### src/rtl/if_stage.sv
// if_stage: instruction-fetch stage of the MIPS pipeline.
// Owns the PC, drives the synchronous-read instruction memory, pairs each
// returned word with the PC it came from, and applies stall / redirect
// requests. A misaligned fetch target parks the stage in a sticky error state.
module if_stage #(
    parameter logic [31:0] RESET_PC = 32'h0000_0000,
    parameter int          IM_AW    = 13
) (
    input  logic             cpu_clk_50M,
    input  logic             cpu_rst_n,
    input  logic             stall,
    input  logic             redirect_valid,
    input  logic [31:0]      redirect_pc,
    input  logic [31:0]      inst_in,
    output logic             imce,
    output logic [IM_AW-1:0] imaddr_d4,
    output logic [31:0]      inst_o,
    output logic [31:0]      pc_o,
    output logic [31:0]      pc_plus4,
    output logic             inst_valid,
    output logic             fetch_err,
    output logic [31:0]      err_pc
);

    typedef enum logic [1:0] {
        S_RUN  = 2'd0,
        S_HOLD = 2'd1,
        S_ERR  = 2'd2
    } state_t;

    state_t      r_state;
    logic [31:0] r_pc;          // address issued this cycle
    logic [31:0] r_pc_o;        // address issued on the last enabled cycle
    logic        r_inst_valid;
    logic        r_pend_valid;  // redirect captured while stalled
    logic [31:0] r_pend_pc;
    logic        r_fetch_err;
    logic [31:0] r_err_pc;

    logic [31:0] w_target;
    logic        w_misaligned;

    // Next-PC select: a redirect parked during a stall outranks a live one,
    // which in turn outranks sequential fetch. Wraps modulo 2^32.
    always_comb begin
        w_target = r_pc + 32'd4;
        if (r_pend_valid)
            w_target = r_pend_pc;
        else if (redirect_valid)
            w_target = redirect_pc;
    end

    assign w_misaligned = |w_target[1:0];

    // Memory is enabled during reset so it clears its output word; a stall
    // drops the enable in the same cycle so the memory holds the word that
    // pairs with pc_o.
    assign imce = ~cpu_rst_n | ((r_state != S_ERR) & ~stall);

    // High PC bits are dropped: the instruction memory aliases.
    assign imaddr_d4  = r_pc[IM_AW+1:2];
    assign inst_o     = r_inst_valid ? inst_in : 32'h0;
    assign pc_o       = r_pc_o;
    assign pc_plus4   = r_pc_o + 32'd4;
    assign inst_valid = r_inst_valid;
    assign fetch_err  = r_fetch_err;
    assign err_pc     = r_err_pc;

    // Fetch FSM: RUN/HOLD advance the PC on any non-stalled cycle (HOLD just
    // records that we came out of a stall); ERR is left only through reset.
    always_ff @(posedge cpu_clk_50M) begin
        if (!cpu_rst_n) begin
            r_state      <= S_RUN;
            r_pc         <= RESET_PC;
            r_pc_o       <= 32'h0;
            r_inst_valid <= 1'b0;
            r_pend_valid <= 1'b0;
            r_pend_pc    <= 32'h0;
            r_fetch_err  <= 1'b0;
            r_err_pc     <= 32'h0;
        end else begin
            case (r_state)
                S_RUN, S_HOLD: begin
                    if (stall) begin
                        // Freeze fetch; never lose a redirect that lands here.
                        r_state <= S_HOLD;
                        if (redirect_valid) begin
                            r_pend_valid <= 1'b1;
                            r_pend_pc    <= redirect_pc;
                        end
                    end else if (w_misaligned) begin
                        // Target rejected before load: pc stays put.
                        r_state      <= S_ERR;
                        r_fetch_err  <= 1'b1;
                        r_err_pc     <= w_target;
                        r_inst_valid <= 1'b0;
                    end else begin
                        // The word issued this cycle is delivered next cycle,
                        // which is what gives the branch delay slot.
                        r_state      <= S_RUN;
                        r_pc_o       <= r_pc;
                        r_inst_valid <= 1'b1;
                        r_pc         <= w_target;
                        r_pend_valid <= 1'b0;
                    end
                end
                S_ERR: begin
                    r_inst_valid <= 1'b0;
                end
                default: begin
                    r_state <= S_RUN;
                end
            endcase
        end
    end

endmodule

### config.mk
export PLATFORM = sky130hd
export DESIGN_NAME = if_stage
export DESIGN_NICKNAME = d
export VERILOG_FILES = /design/src/rtl/if_stage.sv
export SDC_FILE = /design/constraint.sdc
export NUM_CORES = 1
export LEC_CHECK = 0
export ABC_AREA = 0
export CORE_MARGIN = 10
export CORE_UTILIZATION = 25
export DETAILED_ROUTE_END_ITERATION = 12
export GPL_ROUTABILITY_DRIVEN = 0
export GPL_TIMING_DRIVEN = 0
export SETUP_SLACK_MARGIN = 0.5
export SLEW_MARGIN = 15
export SYNTH_ARGS = -nofsm -noshare
export SYNTH_HDL_FRONTEND = slang
export SYNTH_SLANG_ARGS = --single-unit
### constraint.sdc
create_clock -name cpu_clk_50M -period 2.3 [get_ports cpu_clk_50M]
set_input_delay 0.575 -clock cpu_clk_50M [delete_from_list [all_inputs] [get_ports cpu_clk_50M]]
set_output_delay 0.575 -clock cpu_clk_50M [all_outputs]
set_load 0.03 [all_outputs]
Yosys cells after proc, flatten, opt, wreduce, memory -nomap -nowiden
Cells that the tools add are included.
W data, S select, Z words.
{ "totals": {"ff_bits": 133, "inputBits": 68, "output_inout_bits": 144} }
{ "op_classes": {"n_addsub": 2, "n_eq_ne": 6, "n_mux": 12, "n_bitwise": 5, "reduce_logical": 9} }
{ "op_table": {"columns": ["cell", "n"], "rows": [
  ["$mux W32", 3],
  ["$add A32 B3 Y32 const B", 2],
  ["$reduce_and A3 Y1", 4],
  ["$ne A2 B2 Y1 const B", 3],
  ["$mux W1", 5],
  ["$mux W2", 2],
  ["$pmux W2 S2", 1],
  ["$reduce_or A2 Y1", 2],
  ["$not A1 Y1", 3],
  ["$eq A2 B1 Y1 const B", 1],
  ["$eq A2 B2 Y1 const B", 1],
  ["$logic_not A2 Y1", 1],
  ["$ne A2 B1 Y1 const B", 1],
  ["$pmux W1 S2", 1],
  ["$reduce_and A2 Y1", 1],
  ["$reduce_bool A2 Y1", 1],
  ["$and A1 B1 Y1", 1],
  ["$or A1 B1 Y1", 1]
]} }

Logic depth before layout (Yosys ltp)
Gate-level depths: netlist of the first run.
{ "logic_depth": {"word_depth": 7, "mapped_depth": 8} }

Least setup slack after synthesis of the first run
No wires, ideal clock.
{ "synth_path": {"path_type": "reg2out", "start": "register r_pc_o[2] (netlist: pc_o[2])", "end": "output port pc_plus4[16]", "arrival_time_ns": 2.200, "path_slack_ns": -0.475, "stages_incl_launch_ff": 7, "n_path_buf": 0, "path_cell_list": "dfxtp_1 > ha_1 > nand3_1 > nor2_1 > nand3_1 > nor3_1 > xor2_1"} }
{ "synth_between": {"elab_chain_len": 1} }
{ "synth_rtl": {"columns": ["element", "line_no", "source"], "rows": [
  ["start: declaration", "33", "logic [31:0] r_pc_o;"],
  ["start signal: assignment", "101", "r_pc_o <= r_pc;"],
  ["$add A32 B3 Y32", "64", "assign pc_plus4 = r_pc_o + 32'd4;"],
  ["end: declaration", "19", "output logic [31:0] pc_plus4,"]
]} }
Every way passes these cells.

Final worst setup path of the first run
{ "layout_path": {"start": "register r_pc_o[18] (netlist: pc_o[18])", "end": "output port pc_plus4[25]"} }
The elaborated chain is that of the path after synthesis.

==> results by stage, run 1 <==
Run status:
- The run finished, with violations left.
- The final reports fail on setup timing.

Worst setup path:
- The worst setup path is of the flip-flop to output pin kind.
- The required time reported for the critical path endpoint is 1.73 ns.
- STA classifies the critical path startpoint as a flip-flop.
- The data arrival time of the worst path is 2.01 ns.
- STA classifies the critical path endpoint as an output pin.
- The largest fanout on the critical path is 6.

Global routing:
- The first-pass GRT wire length is 47.55 mm.
- The number of global-route vias before repair came to 7699.
- The pin count of the biggest net entering global routing is 17.
- The number of antenna violations at the first check in global routing was 0.
- The total overflow reported by the global router is 0.
- The overall routing resource usage is 0.1818.

Cells and area:
- The number of antenna cells inserted is 0.
- The sequential cells in the finished layout cover a total of 2805 µm².
- The area growth from synthesis to layout is 89.31%.
- Fill cells in the final layout number 2438.
- The final instance count without filler cells is 1582.
- Of the cells placed in the final design, the portion with a size suffix greater than 1 is 0.4387.
- The finished cells cover 12670 µm².
- The post-layout net count is 1304.
- The footprint of the multi-input gates is 4902 µm².

Timing:
- Headroom to the max-slew limit came out at 0.4849.
- The final count of hold timing violations is 0.
- Derived from the worst setup path, the maximum achievable clock frequency is 387.6 MHz.
- Hold timing on the final database bottoms out at a slack of 0.4554 ns.
- The share of the cycle needed by the critical path after routing is 1.122.
- The count of pins over their slew limit is 0.
- Setup repair after global routing could not meet its margin everywhere.
- The final setup skew is 0.008721 ns.
- Across all setup checks in the final design, the least slack found is -0.2800 ns.
- For the pin with the worst max-slew slack, the measured transition is 0.7727 ns.
- After layout, the minimum clock period comes to 2.580 ns.
- The number of setup violations in the final report is 23.
- The setup TNS after final layout is -4.444 ns.

Floorplan:
- The height of the die is 183.6 µm.
- The floorplan has 59 rows.
- The core region is 26210 µm².
- The floorplan step set the die width to 183.6 µm.
- The effective utilization at floorplan is 0.2554.
- In this run the count of I/O pins placed on the die edge is 212.
- The floorplan step defined a die boundary enclosing 33720 µm².

Clocking:
- The number of buffers between clock root and the deepest sink is 2.
- Clock tree synthesis selected as its root buffer the cell clkbuf_16.
- CTS built an H-tree with a depth of 4.
- The cts-stage hold buffer count is 0.
- The clock insertion delay at the later pin of the skew report is 0.43 ns.
- Buffers inserted during clock tree synthesis total 17.
- The clock drives 133 sinks.
- The clock input transition at the sequential cells of the worst setup and hold paths is 0.06 ns.
- TritonCTS built the clock tree.

Synthesis:
- Counting flops with an async set or reset pin after synthesis yields a share of 0.
- The count of flip-flops with a built-in enable after synthesis is 0.
- The number of warnings issued by yosys is 0.
- The synthesized design contains 133 register bits.
- The share of synthesized area in the top cell type comes to 0.3978.
- Synthesis produced 889 cells.
- The netlist uses 52 different library cells.
- The mean cell area of the mapped netlist is 7.530 µm².
- By area the synthesized netlist is led by dfxtp_1 40%, nand2_1 10%, a21oi_1 7.6%.
- Summed over all instances, the cell type with the most area after synthesis is dfxtp_1.
- The cell area after technology mapping is 6694 µm².
- The cell with the most instances after synthesis is nand2_1.
- The sequential share of the synthesized area is 0.3978.
- The number of nets handed over by synthesis was 959.
- By count the netlist is led by 187 x nand2_1, 133 x dfxtp_1, 102 x a21oi_1.
- The main flop type after synthesis is dfxtp_1.

Drt:
- The number of remaining DRC errors is 0.
- The post-detailed-route via-to-cell ratio is 5.155.
- The post-route antenna net violation count is 0.
- After detailed routing, the average wire length per cell comes to 20.51 µm.
- The aggregate routed wire length is 32.45 mm.
- The DRC violation total after the first TritonRoute iteration is 798.
- For this run, the detailed router's first-pass iteration total came to 6.
- The total number of vias is 8156.

Power:
- The leakage component of the power is 5.173 nW.
- Dividing total power by cell area gives a power density of 573.7 nW/µm².
- The maximum ir drop on the vdd rail is 407.4 µV.

Placed design:
- Buffers placed on the I/O ports in this run total 211.
- The number of placed instances with taps included is 1435.
- Summing all placed instances gives a cell area of 9942 µm².
- The estimated wirelength of the detail-placed design is 22.46 mm.

Hold path:
- The class of the worst hold path is flip-flop to flip-flop.

Flow run:
- Across the run, the number of max-cap violations was 0.
==> registers in the layout, indices dropped and copies added (netlist names) <==
name,cells
err_pc,32
fetch_err,1
inst_valid,1
pc_o,32
r_pc,32
r_pend_pc,32
r_pend_valid,1
r_state,2
==> layout by cell type (no fill, tap or decap), types with 17 or more instances in the layout <==
cell             count
nand2_1            181
buf_6              112
a21oi_1             96
buf_4               85
dfxtp_1             83
o21ai_0             52
dlygate4sd2_1       52
a31oi_1             35
and2_4              33
dfxtp_4             32
clkdlybuf4s50_1     30
clkbuf_16           24
buf_2               21
dfxtp_2             18
nand4_1             17
clkbuf_2            17
==> worst paths after layout <==
| kind | start | end | slack [ns] | cells after the start |
|---|---|---|---|---|
| setup / recovery | pc_o[18] | pc_plus4[25] | -0.28 | 7 |
| hold / removal | r_pend_pc[27] | r_pend_pc[27] | 0.46 | 2 |
| setup reg to reg | r_pc[18] | r_pc[25] | 0.06 | 12 |
| hold reg to reg | r_pend_pc[27] | r_pend_pc[27] | 0.46 | 2 |
==> worst max-delay path, cell delays in order (launching register included) <==
cell	delay (ns)
dfxtp_4	0.38
and4_4	0.25
and3_4	0.22
nand3_4	0.12
buf_4	0.18
nor2_4	0.12
xor2_4	0.15
buf_6	0.14
==> power breakdown <==
group	internal [mW]	switching [mW]
Clock	1.74	1.08
Sequential	2.45	0.184
Combinational	0.781	1.04
==> routing by layer <==
metal	GRT usage	vias up	part of all wire
met5	0	-	0
met2	0.2914	456	0.46
li1	-	3792	-
met1	0.2354	3839	0.42
met4	0.06098	0	0.032
met3	0.04150	69	0.093
==> kinds of logic after synthesis <==
logic type,after synthesis,synth area share
DFF,133,0.3978
AOI/OAI and AO/OA,247,0.2123
buffers and inverters,95,0.06243
adders and majority gates,2,0.003738
and+or+nand+nor,364,0.2594
muxes,7,0.01065
xor gates and xnor gates,41,0.05364
==> through the flow <==
| stage | total power, mW | util | setup slack, ns |
|---|---|---|---|
| 2_1_floorplan | 3.479 | - | 0.05847 |
| 3_3_place_gp | 4.161 | 0.3794 | -0.7650 |
| 3_5_place_dp | 4.170 | 0.3794 | -0.7590 |
| 4_1_cts | 7.112 | 0.4570 | -0.3482 |
| 5_1_grt | 7.500 | 0.4836 | -0.3734 |
| 6_report | 7.270 | 0.4836 | -0.2800 |
==> cell type report <==
class	instances	share of cell area
clock inverter	11	0.009577
buffer	80	0.05677
timing repair buffer	326	0.2487
multi-input combinational	661	0.3868
sequential	133	0.2214
clock buffer	21	0.03880
inverter	15	0.004838
tap	335	0.03308
==> repair_timing <==
| action | in CTS | in global routing |
|---|---|---|
| resized for setup | 919 | 176 |
| cloned | 2 | 5 |
| buffers inserted | 77 | 31 |
| pin swaps | 99 | 96 |
| setup endpoints to repair | 274 | 200 |
Power figures use the tool's default switching activity.
==> inputs of run 2 (changes only) <==
--- a/config.mk
+++ b/config.mk
@@ -7,8 +7,9 @@
 export LEC_CHECK = 0
 export ABC_AREA = 0
 export CORE_MARGIN = 10
-export CORE_UTILIZATION = 25
+export CORE_UTILIZATION = 40
 export DETAILED_ROUTE_END_ITERATION = 12
+export DONT_BUFFER_PORTS = 1
 export GPL_ROUTABILITY_DRIVEN = 0
 export GPL_TIMING_DRIVEN = 0
 export SETUP_SLACK_MARGIN = 0.5
==> constraint.sdc (replaced) <==
create_clock -name cpu_clk_50M -period 2.3 [get_ports cpu_clk_50M]
set_input_delay 0.575 -clock cpu_clk_50M [delete_from_list [all_inputs] [get_ports cpu_clk_50M]]
set_output_delay 0.575 -clock cpu_clk_50M [all_outputs]
set_load 0.005 [all_outputs]
==> results by stage, run 2 (synthesis results as in run 1) <==
Timing:
- The count of pins over their slew limit was 0 (unchanged).
- The number of setup violations in the final report was 18 (-22%).
- The final setup skew was 0.008019 ns (-0.0007022 ns).
- The headroom to the max-slew limit is 0.4541 (-0.03077).
- Setup repair after global routing could not meet its margin everywhere.
- The final count of hold timing violations is 0 (unchanged).
- The setup TNS after final layout is -1.079 ns (+3.365 ns).
- The share of the cycle needed by the critical path after routing came to 1.046 (-0.07572).
- The worst-margin pin slew is 0.8158 ns (+0.04313 ns).
- The slack of the critical path is -0.1058 ns (+0.1742 ns).
- The peak clock frequency supported by timing is 415.7 MHz (+7.2%).
- The clock period minus final worst setup slack is 2.406 ns (-0.1742 ns).

Clocking:
- The tree is rooted in a clkbuf_16.
- The maximum level of the CTS H-tree is 4 (unchanged).
- The CTS tree is yes.
- The number of sinks handled by clock tree synthesis is 133 (unchanged).
- The clock buffer count from CTS is 17 (unchanged).
- The clock input transition at the sequential cells of the worst setup and hold paths is 0.06 ns (about the same).
- The number of buffers between clock root and the deepest sink is 2 (unchanged).
- The clock insertion delay at the later pin of the skew report is 0.43 ns (about the same).

Power:
- The leakage component of the power was 3.523 nW (-32%).
- The final total power is 7.031 mW (-3.3%).
- The total power divided by cell area is 759.4 nW/µm² (+32%).
- The maximum ir drop on the vdd rail is 564.9 µV (+39%).

Cells and area:
- The final instance count without filler cells is 1190 (-25%).
- The summed area of non-filler cells in the final layout is 9259 µm² (-27%).
- The number of antenna cells inserted is 0 (unchanged).
- The leading cell type in the layout, fill and taps excluded is nand2_1.
- Leaving out fill and tap cells, the most frequent cells in the layout are 184 x nand2_1, 93 x a21oi_1, 90 x dfxtp_1.
- The synthesis-to-finish area growth is 38.32%.
- The fraction of final layout cells sized beyond drive strength 1 was 0.3082 (-0.1304).
- The post-layout net count is 1027 (-21%).

Drt:
- The total number of vias came to 6969 (-15%).
- The met1 wire length is 11.00 mm (-19%).
- The post-route antenna net violation count is 0 (unchanged).
- The routed wire length on met3 came to 3.288 mm (+9.3%).
- The post-detailed-route via-to-cell ratio is 5.856 (+14%).
- The per-cell routed wire length is 23.16 µm (+13%).
- The DRC violation total after the first TritonRoute iteration is 624 (-22%).
- The aggregate routed wire length is 27.56 mm (-15%).
- The wire length on met2 is 12.67 mm (-15%).
- The number of optimization iterations in the first detailed-route pass was 5 (-1).
- The number of remaining DRC errors was 0 (unchanged).
- The top metal layer carrying routed signals is met4.

Worst setup path:
- The largest fanout on the critical path came to 7 (+1).
- The required time reported for the critical path endpoint is 1.73 ns (about the same).
- The data arrival time of the worst path was 1.83 ns (-0.18 ns).
- In this run the critical register-to-register path is launched from r_pc[13].
- The number of cell instances on the worst register-to-register path was 7 (-5).
- The startpoint kind of the worst setup timing path is a flip-flop.
- By startpoint and endpoint, the worst setup path is classified as flip-flop to output pin.
- The reg-to-reg critical path endpoint is err_pc[31].
- The most critical setup path has its endpoint at pc_plus4[19].
- The worst-case register-to-register setup slack was 0.12 ns (+0.06 ns).
- The nature of the critical path endpoint is an output pin.
- The critical path starts at pc_o[11].

Placed design:
- The estimated wirelength of the detail-placed design is 19.37 mm (-14%).
- The number of placed instances with taps included is 1109 (-23%).
- The post-placement cell area is 7208 µm² (-27%).
- The count of port buffers added during placement is 0 (-100%).

Run status:
- The flow ran to the end, but the final reports show violations.
- The checks that failed: setup timing.

Hold path:
- The instance count along the most critical hold path was 2 (unchanged).
- The worst hold path belongs to the class input pin to flip-flop.

Flow run:
- The count of maximum capacitance violations is 0 (unchanged).

Floorplan:
- The height of the die is 149.4 µm (-19%).
- The cell row count came to 47 (-20%).
- The top-level I/O count is 212 (unchanged).
- The overall die area is 22310 µm² (-34%).
- The area inside the core boundary came to 16470 µm² (-37%).
- The width of the die came to 149.4 µm (-19%).
- The effective utilization at floorplan is 0.4065 (+0.1511).

Global routing:
- The pin count of the biggest net entering global routing is 17 (unchanged).
- The number of antenna violations at the first check in global routing is 0 (unchanged).
- The number of global-route vias before repair is 6547 (-15%).
- The total overflow reported by the global router is 0 (unchanged).
- The overall routing resource usage is 0.2348 (+0.05296).
- The first-pass GRT wire length is 40.62 mm (-15%).
run 2: changes by cell type in the layout (fill, tap and decap cells not counted), moves of 30 or more:
cell	previous run	this run
and2_1	5	36
and2_4	33	2
buf_4	85	46
buf_6	112	29
clkdlybuf4s50_1	30	0
dlygate4sd2_1	52	0
run 2: critical path, cell delays in order, from the launching register on:
cell and delay (ns):
dfxtp_4 0.39, nand4_1 0.19, nor3_4 0.25, buf_4 0.16, buf_6 0.11, nand4_1 0.14
xnor2_2 0.17
run 2: where the power goes:
group          internal, mW  switching [mW]
Combinational         0.386           0.601
Sequential             2.45           0.202
Clock                  2.31            1.08
run 2: timing repair:
| action | in CTS | in global routing |
|---|---|---|
| gates cloned | 1 | 0 |
| endpoints found under the hold margin | 0 | 0 |
| gates resized for setup | 160 | 116 |
| hold buffers | 0 | 0 |
| pin swaps | 66 | 66 |
| setup endpoints to repair | 175 | 130 |
| buffers inserted | 39 | 9 |
run 2: per-stage QoR:
stage	setup WS (ns)	hold WS (ns)	util
after detailed placement	-0.2745	0.4453	0.4378
final	-0.1058	0.2760	0.5623
after CTS	-0.1793	0.2706	0.5347
after floorplan	0.05847	0.4328	-
after global routing	-0.1982	0.2779	0.5623
after global placement	-0.2700	0.4403	0.4378
run 2: worst min-delay path by stage:
stage                     to  slack [ns]       startpoint
6_report       r_pend_pc[23]        0.28  redirect_pc[23]
2_1_floorplan   r_pend_pc[8]        0.43     r_pend_pc[8]
4_1_cts        r_pend_pc[20]        0.27  redirect_pc[20]
3_3_place_gp    r_pend_pc[2]        0.44     r_pend_pc[2]
5_1_grt        r_pend_pc[20]        0.28  redirect_pc[20]
3_5_place_dp   r_pend_pc[10]        0.45    r_pend_pc[10]
run 2: layout make-up:
class	instances	area [µm²]
tap	220	275.3
timing repair buffer	49	491.7
buffer	80	579.3
sequential	133	2771
clock inverter	12	272.8
multi-input combinational	661	4355
inverter	15	56.30
clock buffer	20	456.7
fill	1502	7207
run 2: routing by layer:
layer / up-vias / GRT usage
li1: 3246 / -
met1: 3302 / 0.2978
met2: 382 / 0.3705
met3: 39 / 0.07373
met4: 0 / 0.07507
met5: - / 0
==> inputs of run 3 (changes only) <==
--- a/config.mk
+++ b/config.mk
@@ -13,6 +13,7 @@
 export GPL_ROUTABILITY_DRIVEN = 0
 export GPL_TIMING_DRIVEN = 0
 export SETUP_SLACK_MARGIN = 0.5
+export SKIP_CTS_REPAIR_TIMING = 1
 export SLEW_MARGIN = 15
 export SYNTH_ARGS = -nofsm -noshare
 export SYNTH_HDL_FRONTEND = slang
==> results by stage, run 3 (synthesis results as in run 1) <==
Drt:
- The routed wire length on met3 came to 2.777 mm (-16%).
- The per-cell routed wire length came to 22.58 µm (-2.5%).
- The wire length on met2 is 12.53 mm (-1.1%).
- The met1 wire length came to 10.91 mm (-0.77%).
- The post-route antenna net violation count is 0 (unchanged).
- The total number of vias came to 6907 (-0.89%).
- The top metal layer carrying routed signals is met4.
- The post-detailed-route via-to-cell ratio was 5.819 (-0.64%).
- The number of remaining DRC errors is 0 (unchanged).
- The aggregate routed wire length came to 26.80 mm (-2.8%).
- The DRC violation total after the first TritonRoute iteration is 748 (+20%).
- The number of optimization iterations in the first detailed-route pass is 5 (unchanged).

Floorplan:
- The area inside the core boundary came to 16470 µm² (unchanged).
- The width of the die was 149.4 µm (unchanged).
- The top-level I/O count is 212 (unchanged).
- The effective utilization at floorplan was 0.4065 (unchanged).
- The height of the die is 149.4 µm (unchanged).
- The cell row count is 47 (unchanged).
- The overall die area came to 22310 µm² (unchanged).

Timing:
- The peak clock frequency supported by timing was 409.8 MHz (-1.4%).
- The slack of the critical path was -0.1402 ns (-0.03440 ns).
- The number of setup violations in the final report came to 20 (+2).
- The headroom to the max-slew limit is 0.4837 (+0.02955).
- Setup repair after global routing could not meet its margin everywhere.
- The count of pins over their slew limit came to 0 (unchanged).
- The share of the cycle needed by the critical path after routing is 1.061 (+0.01496).
- The final count of hold timing violations is 0 (unchanged).
- The worst-margin pin slew was 0.7717 ns (-0.04416 ns).
- The final setup skew is 0.009661 ns (+0.001643 ns).
- The clock period minus final worst setup slack is 2.440 ns (+0.03440 ns).

Cells and area:
- The footprint of the multi-input gates is 4190 µm² (-3.8%).
- The synthesis-to-finish area growth is 33.87%.
- The register area is 2753 µm² (-0.68%).
- The end-of-flow core utilization is 0.5442 (-0.01809).
- The fill cell instance count of the final layout is 1539 (+2.5%).
- The fraction of final layout cells sized beyond drive strength 1 is 0.2761 (-0.03214).
- The final instance count without filler cells is 1187 (-0.25%).
- The number of antenna cells inserted is 0 (unchanged).
- The post-layout net count is 1024 (-0.29%).
- The top cell types in the final layout, fill and taps aside, are 184 x nand2_1, 101 x a21oi_1, 93 x dfxtp_1.
- The leading cell type in the layout, fill and taps excluded is nand2_1.

Clocking:
- The number of buffers between clock root and the deepest sink came to 2 (unchanged).
- The maximum level of the CTS H-tree was 4 (unchanged).
- The library cell used as clock root buffer is clkbuf_16.
- The clock insertion delay at the later pin of the skew report is 0.43 ns (about the same).
- The clock input transition at the sequential cells of the worst setup and hold paths is 0.06 ns (about the same).
- The CTS tree is yes.
- The number of sinks handled by clock tree synthesis is 133 (unchanged).
- The clock buffer count from CTS is 17 (unchanged).

Power:
- The switching share of power came to 0.2632 (-0.003897).
- The final total power is 6.970 mW (-0.87%).
- The leakage component of the power was 3.384 nW (-4.0%).
- The switching power was 1.835 mW (-2.3%).
- The combinational group share of total power is 0.133 (-0.007).
- The clock group share of total power was 0.484 (+0.002).
- The fraction of power consumed by sequential logic is 0.382 (+0.004).
- The total power divided by cell area is 777.8 nW/µm² (+2.4%).
- The maximum ir drop on the vdd rail is 573.4 µV (+1.5%).
- The cell-internal power was 5.135 mW (-0.34%).

Global routing:
- The total overflow reported by the global router is 0 (unchanged).
- The number of antenna violations at the first check in global routing came to 0 (unchanged).
- The overall routing resource usage is 0.2244 (-0.01031).
- The pin count of the biggest net entering global routing is 17 (unchanged).
- The first-pass GRT wire length is 38.72 mm (-4.7%).
- The number of global-route vias before repair is 6257 (-4.4%).

Flow run:
- The count of maximum capacitance violations is 0 (unchanged).

Placed design:
- The count of port buffers added during placement came to 0 (unchanged).
- The worst setup slack after placement is -0.2745 ns (unchanged).
- The number of placed instances with taps included is 1109 (unchanged).
- The estimated wirelength of the detail-placed design came to 19.37 mm (unchanged).

Worst setup path:
- The largest fanout on the critical path is 7 (unchanged).
- The nature of the critical path endpoint is an output pin.
- The worst setup path is launched from a flip-flop.
- The critical path starts at pc_o[17].
- The worst-case register-to-register setup slack came to -0.11 ns (-0.23 ns).
- The required time reported for the critical path endpoint is 1.73 ns (about the same).
- The critical register-to-register path startpoint is r_pc[18].
- By startpoint and endpoint, the worst setup path is classified as flip-flop to output pin.
- The data arrival time of the worst path is 1.87 ns (+0.04 ns).

Hold path:
- The worst hold path begins at redirect_pc[18].
- The tightest min-delay check is of the input pin to flip-flop type.

Run status:
- The final reports fail on setup timing.
- The flow ran to the end, but the final reports show violations.
## run 3: final timing paths
| path | to | cells past startpoint |
|---|---|---|
| hold / removal | r_pend_pc[18] | 2 |
| hold reg to reg | r_pend_pc[28] | 2 |
| setup / recovery | pc_plus4[31] | 5 |
| setup reg to reg | r_pc[31] | 6 |
## run 3: stage by stage
step	hold WS (ns)	TNS, ns	cell area (µm²)
after global placement	0.4403	-4.968	7208
after CTS	0.2706	-6.960	7938
after detailed placement	0.4453	-4.450	7208
after floorplan	0.4328	0	6933
final	0.2741	-1.607	8961
after global routing	0.2744	-3.389	8961
## run 3: cell type report
class | count | area share
Clock buffer | 20 | 0.05096
Timing Repair Buffer | 45 | 0.04468
Sequential cell | 133 | 0.3072
Inverter | 15 | 0.006702
Multi-Input combinational cell | 662 | 0.4676
Tap cell | 220 | 0.03072
Clock inverter | 12 | 0.03044
Buffer | 80 | 0.06171
## run 3: routing by layer
layer,global-route usage,vias up
li1,-,3242
met1,0.2885,3301
met2,0.3534,328
met3,0.07282,36
met4,0.05937,0
met5,0,-
## run 3: power by group through the flow
stage	clock network, mW	registers [mW]	logic (mW)
finish	3.37	2.66	0.930
global route	3.49	2.69	1.01
detailed placement	0	2.70	0.797
CTS	3.39	2.65	0.804
global placement	0	2.70	0.793
floorplan	0	2.62	0.578
## run 3: worst max-delay path: stages (launching register included)
cell and delay (ns):
dfxtp_2 0.43, and4_1 0.27, and3_4 0.23, nand3_2 0.15, nor3_2 0.16, xor2_1 0.20
